==> src/rtl/fetch_unit_if.sv <==
// fetch_unit_if: fetch-to-decode handshake bundle.
// Carries the queue head and decode's accept signal.
interface fetch_unit_if;
  logic        if_valid;
  logic        if_ready;
  logic [31:0] if_pc;
  logic [31:0] if_instruction;
  logic        if_misaligned;

  modport master (
    output if_valid,
    output if_pc,
    output if_instruction,
    output if_misaligned,
    input  if_ready
  );

  modport slave (
    input  if_valid,
    input  if_pc,
    input  if_instruction,
    input  if_misaligned,
    output if_ready
  );
endinterface

==> src/rtl/fetch_unit.sv <==
// fetch_unit: instruction-fetch stage of the pc_one core.
// Owns the fetch PC, buffers {pc, instr} pairs for decode.
module fetch_unit #(
  parameter logic [31:0] RESET_PC  = 32'h0000_0000,
  parameter int          QDEPTH    = 2,
  parameter logic [31:0] NOP_INSTR = 32'h0000_0013
) (
  input  logic        clk,
  input  logic        rst,
  output logic [31:0] rom_pc,
  input  logic [31:0] rom_instruction,
  input  logic        redirect_valid,
  input  logic [31:0] redirect_pc,
  fetch_unit_if.master dec
);

  localparam int PW = $clog2(QDEPTH);
  localparam int CW = PW + 1;

  typedef struct packed {
    logic [31:0] pc;
    logic [31:0] instr;
    logic        mis;
  } entry_t;

  entry_t          mem_q [QDEPTH];
  logic [31:0]     fpc_q, fpc_d;
  logic [PW-1:0]   rd_q, rd_d;
  logic [PW-1:0]   wr_q, wr_d;
  logic [CW-1:0]   cnt_q, cnt_d;
  logic            halt_q, halt_d;
  logic            fault_q, fault_d;
  logic            pop;
  logic            we;
  logic            tgt_mis;
  entry_t          went;

  assign rom_pc  = fpc_q;
  assign pop     = (cnt_q != '0) && dec.if_ready;
  assign tgt_mis = |redirect_pc[1:0];

  // Next-state: redirect flushes, else pop head and push fetched word.
  always_comb begin
    fpc_d   = fpc_q;
    rd_d    = rd_q;
    wr_d    = wr_q;
    cnt_d   = cnt_q;
    halt_d  = halt_q;
    fault_d = fault_q;
    we      = 1'b0;
    went    = '{pc: fpc_q, instr: rom_instruction, mis: 1'b0};
    if (redirect_valid) begin
      fpc_d   = redirect_pc;
      rd_d    = '0;
      wr_d    = '0;
      cnt_d   = '0;
      halt_d  = tgt_mis;
      fault_d = tgt_mis;
    end else begin
      if (fault_q) begin
        we      = 1'b1;
        went    = '{pc: fpc_q, instr: NOP_INSTR, mis: 1'b1};
        fault_d = 1'b0;
      end else if (!halt_q &&
                   (cnt_q < CW'(QDEPTH) || pop)) begin
        we    = 1'b1;
        fpc_d = fpc_q + 32'd4;
      end
      if (pop) rd_d = rd_q + PW'(1);
      if (we)  wr_d = wr_q + PW'(1);
      cnt_d = cnt_q + CW'(we) - CW'(pop);
    end
  end

  // Control state; reset wins over any redirect.
  always_ff @(posedge clk) begin
    if (rst) begin
      fpc_q   <= RESET_PC;
      rd_q    <= '0;
      wr_q    <= '0;
      cnt_q   <= '0;
      halt_q  <= 1'b0;
      fault_q <= 1'b0;
    end else begin
      fpc_q   <= fpc_d;
      rd_q    <= rd_d;
      wr_q    <= wr_d;
      cnt_q   <= cnt_d;
      halt_q  <= halt_d;
      fault_q <= fault_d;
    end
  end

  // Queue storage; contents only matter where count says so.
  always_ff @(posedge clk) begin
    if (!rst && we) mem_q[wr_q] <= went;
  end

  // Head presentation; empty queue shows a NOP bubble.
  always_comb begin
    dec.if_valid       = 1'b0;
    dec.if_pc          = '0;
    dec.if_instruction = NOP_INSTR;
    dec.if_misaligned  = 1'b0;
    if (cnt_q != '0) begin
      dec.if_valid       = 1'b1;
      dec.if_pc          = mem_q[rd_q].pc;
      dec.if_instruction = mem_q[rd_q].instr;
      dec.if_misaligned  = mem_q[rd_q].mis;
    end
  end

endmodule

==> src/flat_wrapper.sv <==
// flat-port wrapper written by rule: the top's interface ports become plain ports
module fetch_unit_flat 
#(
  parameter logic [31:0] RESET_PC  = 32'h0000_0000,
  parameter int          QDEPTH    = 2,
  parameter logic [31:0] NOP_INSTR = 32'h0000_0013
)
  (clk, rst, rom_pc, rom_instruction, redirect_valid, redirect_pc, dec_if_valid, dec_if_pc, dec_if_instruction, dec_if_misaligned, dec_if_ready);
  fetch_unit_if dec_i ();
  input  logic clk;
  input  logic rst;
  output logic [31:0] rom_pc;
  input  logic [31:0] rom_instruction;
  input  logic redirect_valid;
  input  logic [31:0] redirect_pc;
  output wire logic [$bits(dec_i.if_valid)-1:0] dec_if_valid;
  output wire logic [$bits(dec_i.if_pc)-1:0] dec_if_pc;
  output wire logic [$bits(dec_i.if_instruction)-1:0] dec_if_instruction;
  output wire logic [$bits(dec_i.if_misaligned)-1:0] dec_if_misaligned;
  input wire logic [$bits(dec_i.if_ready)-1:0] dec_if_ready;
  assign dec_if_valid = dec_i.if_valid;
  assign dec_if_pc = dec_i.if_pc;
  assign dec_if_instruction = dec_i.if_instruction;
  assign dec_if_misaligned = dec_i.if_misaligned;
  assign dec_i.if_ready = dec_if_ready;
  fetch_unit #(.RESET_PC(RESET_PC), .QDEPTH(QDEPTH), .NOP_INSTR(NOP_INSTR)) u_core (.clk(clk), .rst(rst), .rom_pc(rom_pc), .rom_instruction(rom_instruction), .redirect_valid(redirect_valid), .redirect_pc(redirect_pc), .dec(dec_i));
endmodule
==> config.mk <==
export PLATFORM = sky130hd
export DESIGN_NAME = fetch_unit_flat
export DESIGN_NICKNAME = d
export VERILOG_FILES = /design/src/rtl/fetch_unit_if.sv /design/src/rtl/fetch_unit.sv /design/src/flat_wrapper.sv
export SDC_FILE = /design/constraint.sdc
export NUM_CORES = 1
export LEC_CHECK = 0
export CORE_UTILIZATION = 38
export DETAILED_ROUTE_END_ITERATION = 10
export GPL_TIMING_DRIVEN = 0
export MAX_ROUTING_LAYER = met4
export SLEW_MARGIN = 20
export SYNTH_ARGS = -nofsm -noshare
export SYNTH_HDL_FRONTEND = slang
export SYNTH_SLANG_ARGS = --single-unit
==> constraint.sdc <==
create_clock -name clk -period 11.5 [get_ports clk]
set_input_delay 3.45 -clock clk [delete_from_list [all_inputs] [get_ports clk]]
set_output_delay 3.45 -clock clk [all_outputs]
set_load 0.005 [all_outputs]
# After elaboration in Yosys (flattened, before gate mapping)
# Memories as Yosys holds them, arrays and structs flattened. A register that Yosys moved wholly into a read port is not among the register bits.
# Cells that the tools add are included.
[word_totals]
regBits = 38
mem_bits_rw = 130
in_bits = 68
output_inout_bits = 98
elab_cells = 44
n_memories = 1
[op_classes]
addsub = 5
n_lt_le_gt_ge = 1
n_eq_ne = 1
n_mux = 17
n_bitwise = 1
reduce_logical = 12
[mem_list]
columns = ["name", "depth", "word_bits", "rd", "rd_clocked_by_memory_dff", "write_ports", "line", "rtl"]
rows = [
  ["u_core.mem_q", 2, 65, 1, 1, 1, "fetch_unit.sv:26", "entry_t mem_q [QDEPTH];"],
]
[op_table]
columns = ["op", "n"]
rows = [
  ["$mux 32", 5],
  ["$mux 33", 2],
  ["$add 32x3->32 const B", 1],
  ["$mux 1", 10],
  ["$reduce_or 2->1", 3],
  ["$reduce_bool 2->1", 2],
  ["$logic_and 1x1->1", 3],
  ["$add 1x1->1 const B", 2],
  ["$add 2x1->2", 1],
  ["$logic_not 1->1", 2],
  ["$lt 2x2->1 const B", 1],
  ["$ne 2x2->1 const B", 1],
  ["$reduce_and 2->1", 1],
  ["$sub 2x1->2", 1],
  ["$logic_or 1x1->1", 1],
  ["$not 1->1", 1],
]

# Logic depth before layout (Yosys ltp)
# Gate-level depths: netlist (run 1).
[depth]
ltp_word = 11
depth_mapped = 7
ltp_nobuf = 7

# Worst setup path after synthesis (run 1)
# OpenSTA, ideal clock, no wires.
[synth_path]
path_kind = "input-to-reg"
start = "input port redirect_valid"
end = "memory u_core.mem_q[1][0] (netlist bit) (enable)"
t_arrival_ns = 8.795
required_time_ns = 10.918
setup_slack_ns = 2.123
path_stages = 4
n_path_buf = 1
cell_sequence = "clkinv_1 > clkbuf_1 > nand2_1 > nor3b_1"
[synth_between]
elab_chain_cells = 4
[synth_lines]
columns = ["element", "line", "rtl"]
rows = [
  ["start: declaration", "flat_wrapper.sv:14", "input logic redirect_valid;"],
  ["$mux 1", "fetch_unit.sv:52", "if (redirect_valid) begin"],
  ["$logic_and 1x1->1", "fetch_unit.sv:96", "if (!rst && we) mem_q[wr_q] <= went;"],
  ["$mux 1", "fetch_unit.sv:96", ""],
  ["$mux 1 (implied by the code)", "fetch_unit.sv:96", ""],
  ["end: declaration", "fetch_unit.sv:26", ""],
]
# Every way passes these cells.

==> results.md, run 1 <==
* GRT Residual Overflow at 0
* Top Ports at 166
* Slew @ Worst Pin at 836.1 ps
* Mapped Area at 7391 um^2
* First-pass GRT wire length at 27.59 mm
* Crit share post-route at 0.5421
* Post-synthesis mux area share at 0.09209
* Normalized max-slew margin at 0.4405
* Cell with the largest stage delay on the worst path: buf_1
* H-tree Lvls at 4
* Final nets at 861
* Largest family of logic cells by synthesized area: simple AND/OR/NAND/NOR gates
* Initial cell density of the core at 0.3912
* Drt pass-1 iters at 5
* Compound-Gate Fraction of Synth Area at 0.04131
* Grt met1 use at 0.2414
* Leakage at 3.426 nW
* RSZ-0062 raised after global routing: no
* Multi-input gate area at 2349 um^2
* FMAX at 160.4 MHz
* GRT Util Overall at 0.1883
* Area delta synth->final at 37.24%
* Crit Path Class: register to output pin
* Die Area at 20010 um^2
* CTS tree: built
* Fillers at 1668
* Crit path launch type: register
* Slew Viols, Final at 0
* Xor/xnor share of the synthesized area at 0.03437
* Post-CTS Resized at 0
* Top FF cell, synth: edfxtp_1
* Largest net degree at the start of global routing at 17
* Core area at 18890 um^2
* Design area at 10140 um^2
* Routed Wire Length at 17.78 mm
* Post-DP Area at 9543 um^2
* Clk sinks at 169
* Clk slew on worst S/H paths at 60 ps
* Die height at 141.5 um
* Met2 GRT Util at 0.3017
* Hold Crit Class: register to register
* CP Data Required Time at 8050 ps
* DRC violations left at 0
* Final setup viols at 0
* Vias in the first global route at 5158
* Register Area at 4684 um^2
* Hold_buf cts at 0
* Wire length per cell at 16.71 um
* Yosys cell types at 42
* Worst reg2reg setup slack at 9020 ps
* Post-synth ARST share at 0
* Sequential area share after synthesis at 0.6338
* Share of layout cells above drive strength 1 at 0.1157
* Peak supply drop at 0.0001248 V
* Slowest stage delay, CP at 660 ps
* IO Port Bufs at 165
* GRT met3 Usage at 0.04050
* Number of enable flip-flop cells after synthesis at 130
* Worst Skew at 6.157 ps
* Post-DP HPWL at 13.03 mm
* N_diodes at 0
* Most frequent cells in the layout: clkdlybuf4s50_1, edfxtp_1, nor2_1, mux2i_1, buf_4
* Hold Worst Slack at 504.9 ps
* Gr busiest metal: met2
* Routability cong. at 0.7905
* Root Buffer Master: clkbuf_16
* Synth Area in Adders at 0.003386
* Synth warn at 0
* DR iter-0 viols at 311
* Post-synthesis simple-gate area fraction at 0.1453
* Synth Register Bits at 169
* Fin crit period at 6234 ps
* Clock Latency Late Sink at 430 ps
* Final hold vios at 0
* Antenna violations before repair at 0
* Via/cell ratio at 4.822
* Pwr dens at 148.2 nW/um^2
* Most common cell after layout, fill and taps aside: clkdlybuf4s50_1
* Crit-path max FO at 10
* # rows at 50
* DR vias at 5131
* CTS max path bufs at 2
* Post-CTS setup buffer count at 0
* Cell count after synthesis at 589
* MaxCap Viol Count at 0
* Tot Pwr at 1.504 mW
* Crit end category: output pin
* Syn_area_per_cell at 12.55 um^2
* Number of routed nets with antenna violations at 0
* Status: complete, no violations
* CTS buffer count at 17
* CP cell instances: clkbuf_1 > buf_1 > mux2i_1 > nor2_1 > clkdlybuf4s50_1
* Mapped Nets at 659
* Die Span X at 141.5 um
* CP arrival at 2780 ps
-- sequential cells by signal, summed over array words and instances (netlist names), named ones only --
| signal | flops |
|---|---|
| u_core.mem_q | 130 |
| u_core.rom_pc | 32 |
| u_core.cnt_q | 2 |
| u_core.fault_q | 1 |
| u_core.halt_q | 1 |
| u_core.rd_q | 1 |
| u_core.wr_q | 1 |
-- critical path: cells and delay by family, from the launching register on --
kind	cells	cell delay, ps
buffers and inverters	3	1710
AND/OR/NAND/NOR	1	130
multiplexers	1	190
flip-flops	1	320
-- through the flow --
stage               std cells  utilization  setup TNS [ps]  setup WS [ps]
floorplan                 589            -               0           2123
global placement         1014       0.4958         -217070          -1942
detailed placement       1032       0.5051               0           5282
CTS                      1064       0.5369               0           5164
global route             1064       0.5369               0           5049
finish                   1064       0.5369               0           5266
-- cell type report --
| type | instances | area share |
|---|---|---|
| sequential | 169 | 0.4618 |
| multi-input combinational | 355 | 0.2315 |
| timing repair buffer | 183 | 0.1791 |
| clock buffer | 17 | 0.04194 |
| buffer | 58 | 0.03367 |
| tap | 260 | 0.03207 |
| clock inverter | 15 | 0.01727 |
| inverter | 7 | 0.002590 |
-- where the power goes --
group | internal [mW] | total, mW | switching (mW)
registers | 0.688 | 0.709 | 0.0209
logic | 0.120 | 0.213 | 0.0932
clock network | 0.342 | 0.582 | 0.240
-- Yosys cell counts (10+ instances only) --
master / instances / area share
a211oi_1: 14 / 0.014
a21oi_1: 10 / 0.0068
and2_1: 31 / 0.026
buf_4: 33 / 0.034
clkbuf_1: 23 / 0.012
dfxtp_1: 39 / 0.11
edfxtp_1: 130 / 0.53
mux2i_1: 68 / 0.092
nand2_1: 24 / 0.012
nand3_1: 13 / 0.0088
nor2_1: 97 / 0.049
xnor2_1: 13 / 0.015
xor2_1: 16 / 0.019
-- worst paths after layout --
check / startpoint / endpoint / depth (start not counted)
setup / recovery: register / dec_if_pc[21] / 5
hold / removal: u_core.rom_pc[1] / u_core.mem_q[1][34] / 0
setup reg to reg: u_core.cnt_q[1] / u_core.cnt_q[1] / 6
hold reg to reg: u_core.rom_pc[1] / u_core.mem_q[1][34] / 0
-- layer usage --
metal	wire, um	part of all wire
met5	0	0
met4	215	0.012
met3	1084	0.061
met2	8450	0.48
met1	8028	0.45
-- cells by family after synthesis --
logic type,Yosys count
and+or+nand+nor,211
DFF,169
muxes,68
buffers and inverters,65
AOI/OAI and AO/OA,45
xor gates and xnor gates,29
adders and majority gates,2
Power figures use the tool's default switching activity.
==> run 2: changes to the inputs <==
Settings changed: PLACE_DENSITY set to 0.66.
Clock period 11.5 ns to 5.1 ns, I/O delays scaled along.
==> run 2 against run 1 <==
Global-route usage up 0.13 points; highest routed layer unchanged; combinational power up 130%; sequential cell count stayed put; critical path depth stayed put; final area shrank 0.35%; sequential power grew 130%; register-to-register slack lost 6300 ps.
==> results.md, run 2 (synthesized netlist as in run 1, its figures left out) <==
* Vias in the first global route at 5204
* Fin crit period at 4406 ps
* GRT Util Overall at 0.1896
* Hold Crit Class: register to register
* Final setup viols at 0
* Post-DP HPWL at 12.80 mm
* Post-Place Cells at 1024
* Area delta synth->final at 36.77%
* CP Data Required Time at 3570 ps
* Crit path launch type: register
* Clock Latency Late Sink at 420 ps
* Post-CTS setup buffer count at 0
* RSZ-0062 raised after global routing: no
* Crit share post-route at 0.8638
* Die Area at 20010 um^2
* Antenna violations before repair at 0
* Root Buffer Master: clkbuf_16
* DR iter-0 viols at 230
* Pwr dens at 332.4 nW/um^2
* Peak supply drop at 0.0002457 V
* Final nets at 853
* Cell with the largest stage delay on the worst path: buf_1
* First-pass GRT wire length at 27.79 mm
* CP arrival at 2880 ps
* Routability cong. at 0.8063
* N_diodes at 0
* FMAX at 227.0 MHz
* Via/cell ratio at 4.869
* Slew Viols, Final at 0
* IO Port Bufs at 165
* CTS max path bufs at 2
* GRT Residual Overflow at 0
* Most frequent cells in the layout: clkdlybuf4s50_1, edfxtp_1, nor2_1, mux2i_1, dfxtp_1
* Most common cell after layout, fill and taps aside: clkdlybuf4s50_1
* Leakage at 3.386 nW
* CP cell instances: clkbuf_1 > buf_1 > mux2i_1 > nor2_1 > clkdlybuf4s50_1
* Slowest stage delay, CP at 710 ps
* Tot Pwr at 3.360 mW
* Status: complete, no violations
* Final setup TNS at 0 ps
* Final std cells w/o fill at 1056
* Worst reg2reg setup slack at 2680 ps
* DR vias at 5142
* Wire length per cell at 16.89 um
* Largest register FFs at 130
* Die height at 141.5 um
* CTS tree: built
* H-tree Lvls at 4
* Top reg by flops: u_core.mem_q
* Clk slew on worst S/H paths at 60 ps
* CTS buffer count at 17
* Slew @ Worst Pin at 852.4 ps
* Crit Path Class: register to output pin
* Normalized max-slew margin at 0.4317
* Drt pass-1 iters at 4
* Die Span X at 141.5 um
* Initial cell density of the core at 0.3912
* Post-layout util at 0.5350
* Crit-path max FO at 10
* Worst Skew at 8.239 ps
* Hold_buf cts at 0
* Clk sinks at 169
* DRC violations left at 0
* MaxCap Viol Count at 0
* Post-CTS Resized at 0
* Final hold vios at 0
* Crit end category: output pin
* Share of layout cells above drive strength 1 at 0.1080
* Core area at 18890 um^2
* Top Ports at 166
* Number of routed nets with antenna violations at 0
* # rows at 50
* Routed Wire Length at 17.83 mm
* Largest net degree at the start of global routing at 17
run 2: path summary, 6_finish.rpt:
| kind | startpoint | to | cells after the start |
|---|---|---|---|
| worst max-delay path | register | dec_if_pc[19] | 5 |
| worst min-delay path | u_core.rom_pc[0] | u_core.mem_q[1][33] | 0 |
| worst max register to register | u_core.cnt_q[1] | u_core.cnt_q[1] | 6 |
| worst min register to register | u_core.rom_pc[0] | u_core.mem_q[1][33] | 0 |
run 2: area by class of cell:
class	instances	area, um^2
inverter	7	26.28
multi-input combinational	355	2361
fill	1688	8785
buffer	58	341.6
clock buffer	17	425.4
sequential	169	4684
tap	260	325.3
clock inverter	15	165.2
timing repair buffer	175	1779
run 2: report_power, final:
part           total [mW]  leakage [nW]  switching (mW)  internal, mW
registers            1.60          1.52          0.0477          1.55
clock network        1.28         0.285           0.549         0.733
logic               0.480          1.58           0.211         0.269
total                3.36          3.39           0.807          2.55
run 2: metal layers:
layer  up-vias  track usage  share of wire
met1      2528       0.2287           0.44
met3         7      0.03746          0.041
li1       2470            -              -
met5         -            -              0
met2       137       0.3231           0.51
met4         0      0.05433         0.0059
run 2: per-stage QoR:
step | instance area [um^2] | hold slack, ps | setup WS, ps
detailed placement | 9518 | 474.8 | 574.4
global placement | 9390 | 475.0 | -1066
global route | 10110 | 513.8 | 480.1
finish | 10110 | 492.0 | 694.4
CTS | 10110 | 495.1 | 600.8
floorplan | 7413 | 448.0 | 804.2
run 2: critical path, delay by kind of cell (launching register included):
| family | cells | cell delay, ps |
|---|---|---|
| buffers and inverters | 3 | 1780 |
| DFF | 1 | 330 |
| muxes | 1 | 190 |
| and+or+nand+nor | 1 | 160 |
==> RTL change 1 (flow settings as in run 1) <==
`QDEPTH` is set to 2 in 2 places; all go to 4.
--- a/src/rtl/fetch_unit.sv
+++ b/src/rtl/fetch_unit.sv
@@ -2,7 +2,7 @@
 // Owns the fetch PC, buffers {pc, instr} pairs for decode.
 module fetch_unit #(
   parameter logic [31:0] RESET_PC  = 32'h0000_0000,
-  parameter int          QDEPTH    = 2,
+  parameter int          QDEPTH    = 4,
   parameter logic [31:0] NOP_INSTR = 32'h0000_0013
 ) (
   input  logic        clk,
--- a/src/flat_wrapper.sv
+++ b/src/flat_wrapper.sv
@@ -2,7 +2,7 @@
 module fetch_unit_flat 
 #(
   parameter logic [31:0] RESET_PC  = 32'h0000_0000,
-  parameter int          QDEPTH    = 2,
+  parameter int          QDEPTH    = 4,
   parameter logic [31:0] NOP_INSTR = 32'h0000_0013
 )
   (clk, rst, rom_pc, rom_instruction, redirect_valid, redirect_pc, dec_if_valid, dec_if_pc, dec_if_instruction, dec_if_misaligned, dec_if_ready);
Formal check against the unedited RTL: not equivalent (Yosys sat finds a counterexample within 4 cycles, from zero or initial values and one cycle with rst high).
==> RTL change 1 against run 1 <==
  * Routed wire length up 53%
  * Sequential power up 78%
  * Highest routed layer unchanged
  * Total power up 84%
  * Design area up 57%
  * Critical path depth unchanged
  * Synthesized area up 69%
  * Count of clock-buffer cells in the layout up 19
  * Worst setup slack worse by 0.38 ns
  * Sequential cell count up 134
  * Via count up 35%
  * First-iteration DRC count up 77%
==> RTL change 1: results (changes against run 1) <==
Worst slew margin - 0.4017 (was 0.4405)
Max reg flops - 260 (was 130)
Int Power - 2.146 mW (was 1.150 mW)
Sequential fraction of the synthesis area - 0.6925 (was 0.6338)
CTS buffer count - 31 (was 17)
Final nets - 1033 (was 861)
Avg WL per Cell - 19.17 µm (was 16.71 µm)
Post-Syn Nets - 831 (was 659)
Vias in the first global route - 7212 (was 5158)
P_comb - 435 µW (was 213 µW)
Final Wtd Congestion - 0.7591 (was 0.7905)
Seq area share - 0.5439 (was 0.4618)
Fill count - 2822 (was 1668)
Clock Power Share - 0.388 (was 0.387)
Worst vdd ir - 112.3 µV (was 124.8 µV)
Pleak - 5.168 nW (was 3.426 nW)
Status - complete, no violations (unchanged)
Multi-input comb cells - 366 (was 355)
All-Layer GR Usage - 0.1729 (was 0.1883)
CP Data Arrival Time - 3.16 ns (was 2.78 ns)
Area of the multi-input gates - 3400 µm² (was 2349 µm²)
Setup WS pre-CTS - 5.359 ns (was 5.282 ns)
H-tree levels - 1 (was 4)
DRT iter0 DRCs - 552 (was 311)
Post-synth EDFFs - 260 (was 130)
Vias - 6939 (was 5131)
Clock Latency Late Sink - 0.55 ns (was 0.43 ns)
ClkCell Share - 0.06964 (was 0.05921)
Top cells by count, synth - edfxtp_1 (260), and2_1 (102), mux4_2 (65) (was edfxtp_1 (130), nor2_1 (97), mux2i_1 (68))
Post-DP HPWL - 17490 µm (was 13030 µm)
First-pass GRT wire length - 42640 µm (was 27590 µm)
Post-Route Skew - 0.008379 ns (was 0.006157 ns)
Clk buf depth - 3 (was 2)
==> RTL change 1: worst max-delay path, stage by stage (launching register included) <==
cell and delay, ns:
dfxtp_1 0.33, clkbuf_1 0.60, buf_2 0.47, mux4_2 0.56, and2_1 0.20, clkdlybuf4s50_1 0.45
==> RTL change 1: per-layer routing <==
| layer | global-route usage | vias up | wire (µm) |
|---|---|---|---|
| li1 | - | 3247 | - |
| met1 | 0.2368 | 3443 | 12350 |
| met2 | 0.2767 | 204 | 13060 |
| met3 | 0.02417 | 45 | 1397 |
| met4 | 0.03533 | 0 | 464 |
| met5 | - | - | 0 |
==> RTL change 1: final timing paths <==
| path | startpoint | endpoint | slack [ns] | cells after the start |
|---|---|---|---|---|
| max | flip-flop | dec_if_pc[19] | 4.89 | 5 |
| min reg2reg | u_core.halt_q | u_core.halt_q | 0.49 | 1 |
| min | u_core.halt_q | u_core.halt_q | 0.49 | 1 |
| max reg2reg | u_core.cnt_q[2] | u_core.cnt_q[2] | 8.39 | 10 |
==> RTL change 1: cell families (layout without fill, tap and decap cells) <==
logic type	Yosys count	in the layout	synth area share
adder cells (fa/ha/maj)	8	8	0.008596
flip-flops	303	303	0.6925
multiplexers	68	68	0.1194
AND/OR/NAND/NOR	216	216	0.09946
buffers and inverters	86	312	0.03668
XOR/XNOR	29	29	0.02029
AO/OA/AOI/OAI	45	45	0.02309
==> RTL change 1: stage by stage <==
stage          area (µm²)  cells    util  hold WS, ns  power [mW]
6_report            15940   1423  0.4911       0.4887       2.768
5_1_grt             15940   1423  0.4911       0.5189       2.885
4_1_cts             15940   1423  0.4911       0.4883       2.804
3_5_place_dp        14830   1366  0.4569       0.4741       1.727
3_3_place_gp        14720   1362  0.4536       0.4604       1.726
2_1_floorplan       12520    755       -       0.4498       1.475
==> RTL change 2 (flow settings as in run 1) <==
Without the edit above. Make the reset (`rst`) asynchronous in one clocked block.
--- a/src/rtl/fetch_unit.sv
+++ b/src/rtl/fetch_unit.sv
@@ -73,7 +73,7 @@
   end
 
   // Control state; reset wins over any redirect.
-  always_ff @(posedge clk) begin
+  always_ff @(posedge clk or posedge rst) begin
     if (rst) begin
       fpc_q   <= RESET_PC;
       rd_q    <= '0;
Formal check against the unedited RTL: differs if rst is asserted again (counterexample within 4 cycles, from zero or initial values and one cycle with rst high); with rst held inactive, the same outputs for 4 cycles.
==> RTL change 2 against run 1 <==
  * Non-clock buffer count is 4 higher
  * Worst setup slack gained 0.082 ns
  * Sequential cell count is 1 lower
  * Clock skew about the same
  * Count of clock-buffer cells in the layout increased by 4
  * Die area rose by 0.28%
  * Routed wire length shrank 0.86%
  * Critical path depth shrank 1
  * Design area shrank 0.16%
  * Synthesized area is 0.29% higher
  * Worst hold slack improved by 0.0055 ns
Power is not compared: it rests on default switching activity, and its combinational part moved more than twofold at a synthesized area within 25%.
==> RTL change 2: results (changes against run 1) <==
Status - complete, no violations (unchanged)
Clock buffers - 21 (was 17)
Logic inverters - 8 (was 7)
Worst slew margin - 0.3486 (was 0.4405)
Fraction of area in multi-input gates - 0.2166 (was 0.2315)
Signal buffers - 245 (was 241)
Vias - 5020 (was 5131)
Multi-input comb cells - 335 (was 355)
Seq cells - 168 (was 169)
Final nets - 846 (was 861)
Port buffer count - 164 (was 165)
Netlist cell types - 34 (was 42)
NonClk Buf Share - 0.2128 (about the same)
All-Layer GR Usage - 0.1897 (was 0.1883)
Clock slew seen by the registers of the worst setup and hold paths - 0.06 ns (about the same)
CP Data Arrival Time - 2.70 ns (was 2.78 ns)
Setup WS pre-CTS - 5.375 ns (was 5.282 ns)
Vias in the first global route - 5094 (was 5158)
Post-Route Skew - 0.006464 ns (was 0.006157 ns)
FF+latch area - 4855 µm² (was 4684 µm²)
Post-Syn Nets - 640 (was 659)
ClkCell Share - 0.05621 (was 0.05921)
Routed length on met3 - 904 µm (was 1084 µm)
DRT met1 WL - 7985 µm (was 8028 µm)
Global routing met3 resource utilization - 0.03881 (was 0.04050)
FFs w/ async S/R, synth - 0.2262 (was 0)
Top cells by count, synth - edfxtp_1 (130), nor2_1 (75), mux2i_1 (66) (was edfxtp_1 (130), nor2_1 (97), mux2i_1 (68))
Fill count - 1637 (was 1668)
Final Wtd Congestion - 0.8232 (was 0.7905)
M1 GR Usage - 0.2502 (was 0.2414)
N_diodes - 0 (unchanged)
Area Overhead vs Synth - 36.63% (was 37.24%)
Pin count of the biggest net entering global routing - 22 (was 17)
Clk buf depth - 2 (unchanged)
Share of cells above drive strength 1 - 0.1296 (was 0.1157)
Global routing usage on met2 - 0.2969 (was 0.3017)
Mux share of post-synthesis cell area - 0.09673 (was 0.09209)
Met2 WL - 8511 µm (was 8450 µm)
Clock Latency Late Sink - 0.42 ns
Clock sink count - 168 (was 169)
Largest cells by area after synthesis - edfxtp_1 (53%), dfrtp_1 (13%), mux2i_1 (8.9%), nor2_1 (3.8%), buf_4 (3.2%) (was edfxtp_1 (53%), dfxtp_1 (11%), mux2i_1 (9.2%), nor2_1 (4.9%), buf_4 (3.4%))
Highest metal used - met4 (unchanged)
Sequential fraction of the synthesis area - 0.6550 (was 0.6338)
Xor/xnor share of the synthesized area - 0.03781 (was 0.03437)
Mapped cell area - 7412 µm² (was 7391 µm²)
Placed Area - 9558 µm² (was 9543 µm²)
Compound-cell area share of the yosys netlist - 0.01958 (was 0.04131)
DRT iter0 DRCs - 359 (was 311)
Synthesized-area fraction occupied by adder cells - 0.005064 (was 0.003386)
First-pass GRT wire length - 27780 µm (was 27590 µm)
Drt pass-1 iters - 4 (was 5)
Post-DP HPWL - 12870 µm (was 13030 µm)
## RTL change 2: cell types whose count changed after synthesis, moves of 10 or more
cell	before	now
o21ai_0	7	19
dfxtp_1	39	0
nand2_1	24	39
a21oi_1	10	0
nor2_1	97	75
a211oi_1	14	0
dfrtp_1	0	38
## RTL change 2: where the power goes
group	total, mW	internal [mW]	switching [mW]
combinational	0.556	0.308	0.249
sequential	0.732	0.702	0.0304
clock	0.559	0.338	0.220
total	1.85	1.35	0.499
## RTL change 2: worst paths after layout
path | from | to | slack [ns] | cells past startpoint
max in group asynchronous | rst | u_core.rom_pc[10] | 7.57 | 3
hold / removal | u_core.rom_pc[1] | u_core.mem_q[0][34] | 0.51 | 0
hold reg to reg | u_core.rom_pc[1] | u_core.mem_q[0][34] | 0.51 | 0
setup reg to reg | u_core.cnt_q[1] | u_core.cnt_q[1] | 8.89 | 8
setup / recovery | u_core.cnt_q[1] | dec_if_pc[0] | 5.35 | 4
min in group asynchronous | rst | u_core.rom_pc[30] | 3.46 | 2
## RTL change 2: worst max-delay path: stages (launching register included)
cell	delay (ns)
dfrtp_1	0.41
nor2_1	0.76
clkbuf_1	0.49
nor2_1	0.12
clkdlybuf4s50_1	0.50
## RTL change 2: stage by stage
| step | std cells | utilization | hold slack (ns) | setup TNS (ns) | total power, mW |
|---|---|---|---|---|---|
| after detailed placement | 1016 | 0.5059 | 0.4998 | 0 | 1.307 |
| after global routing | 1047 | 0.5360 | 0.5384 | 0 | 1.939 |
| after global placement | 993 | 0.4964 | 0.4837 | -481.28 | 1.304 |
| after CTS | 1047 | 0.5360 | 0.5134 | 0 | 1.869 |
| final | 1047 | 0.5360 | 0.5105 | 0 | 1.847 |
| after floorplan | 569 | - | 0.4611 | 0 | 0.9992 |
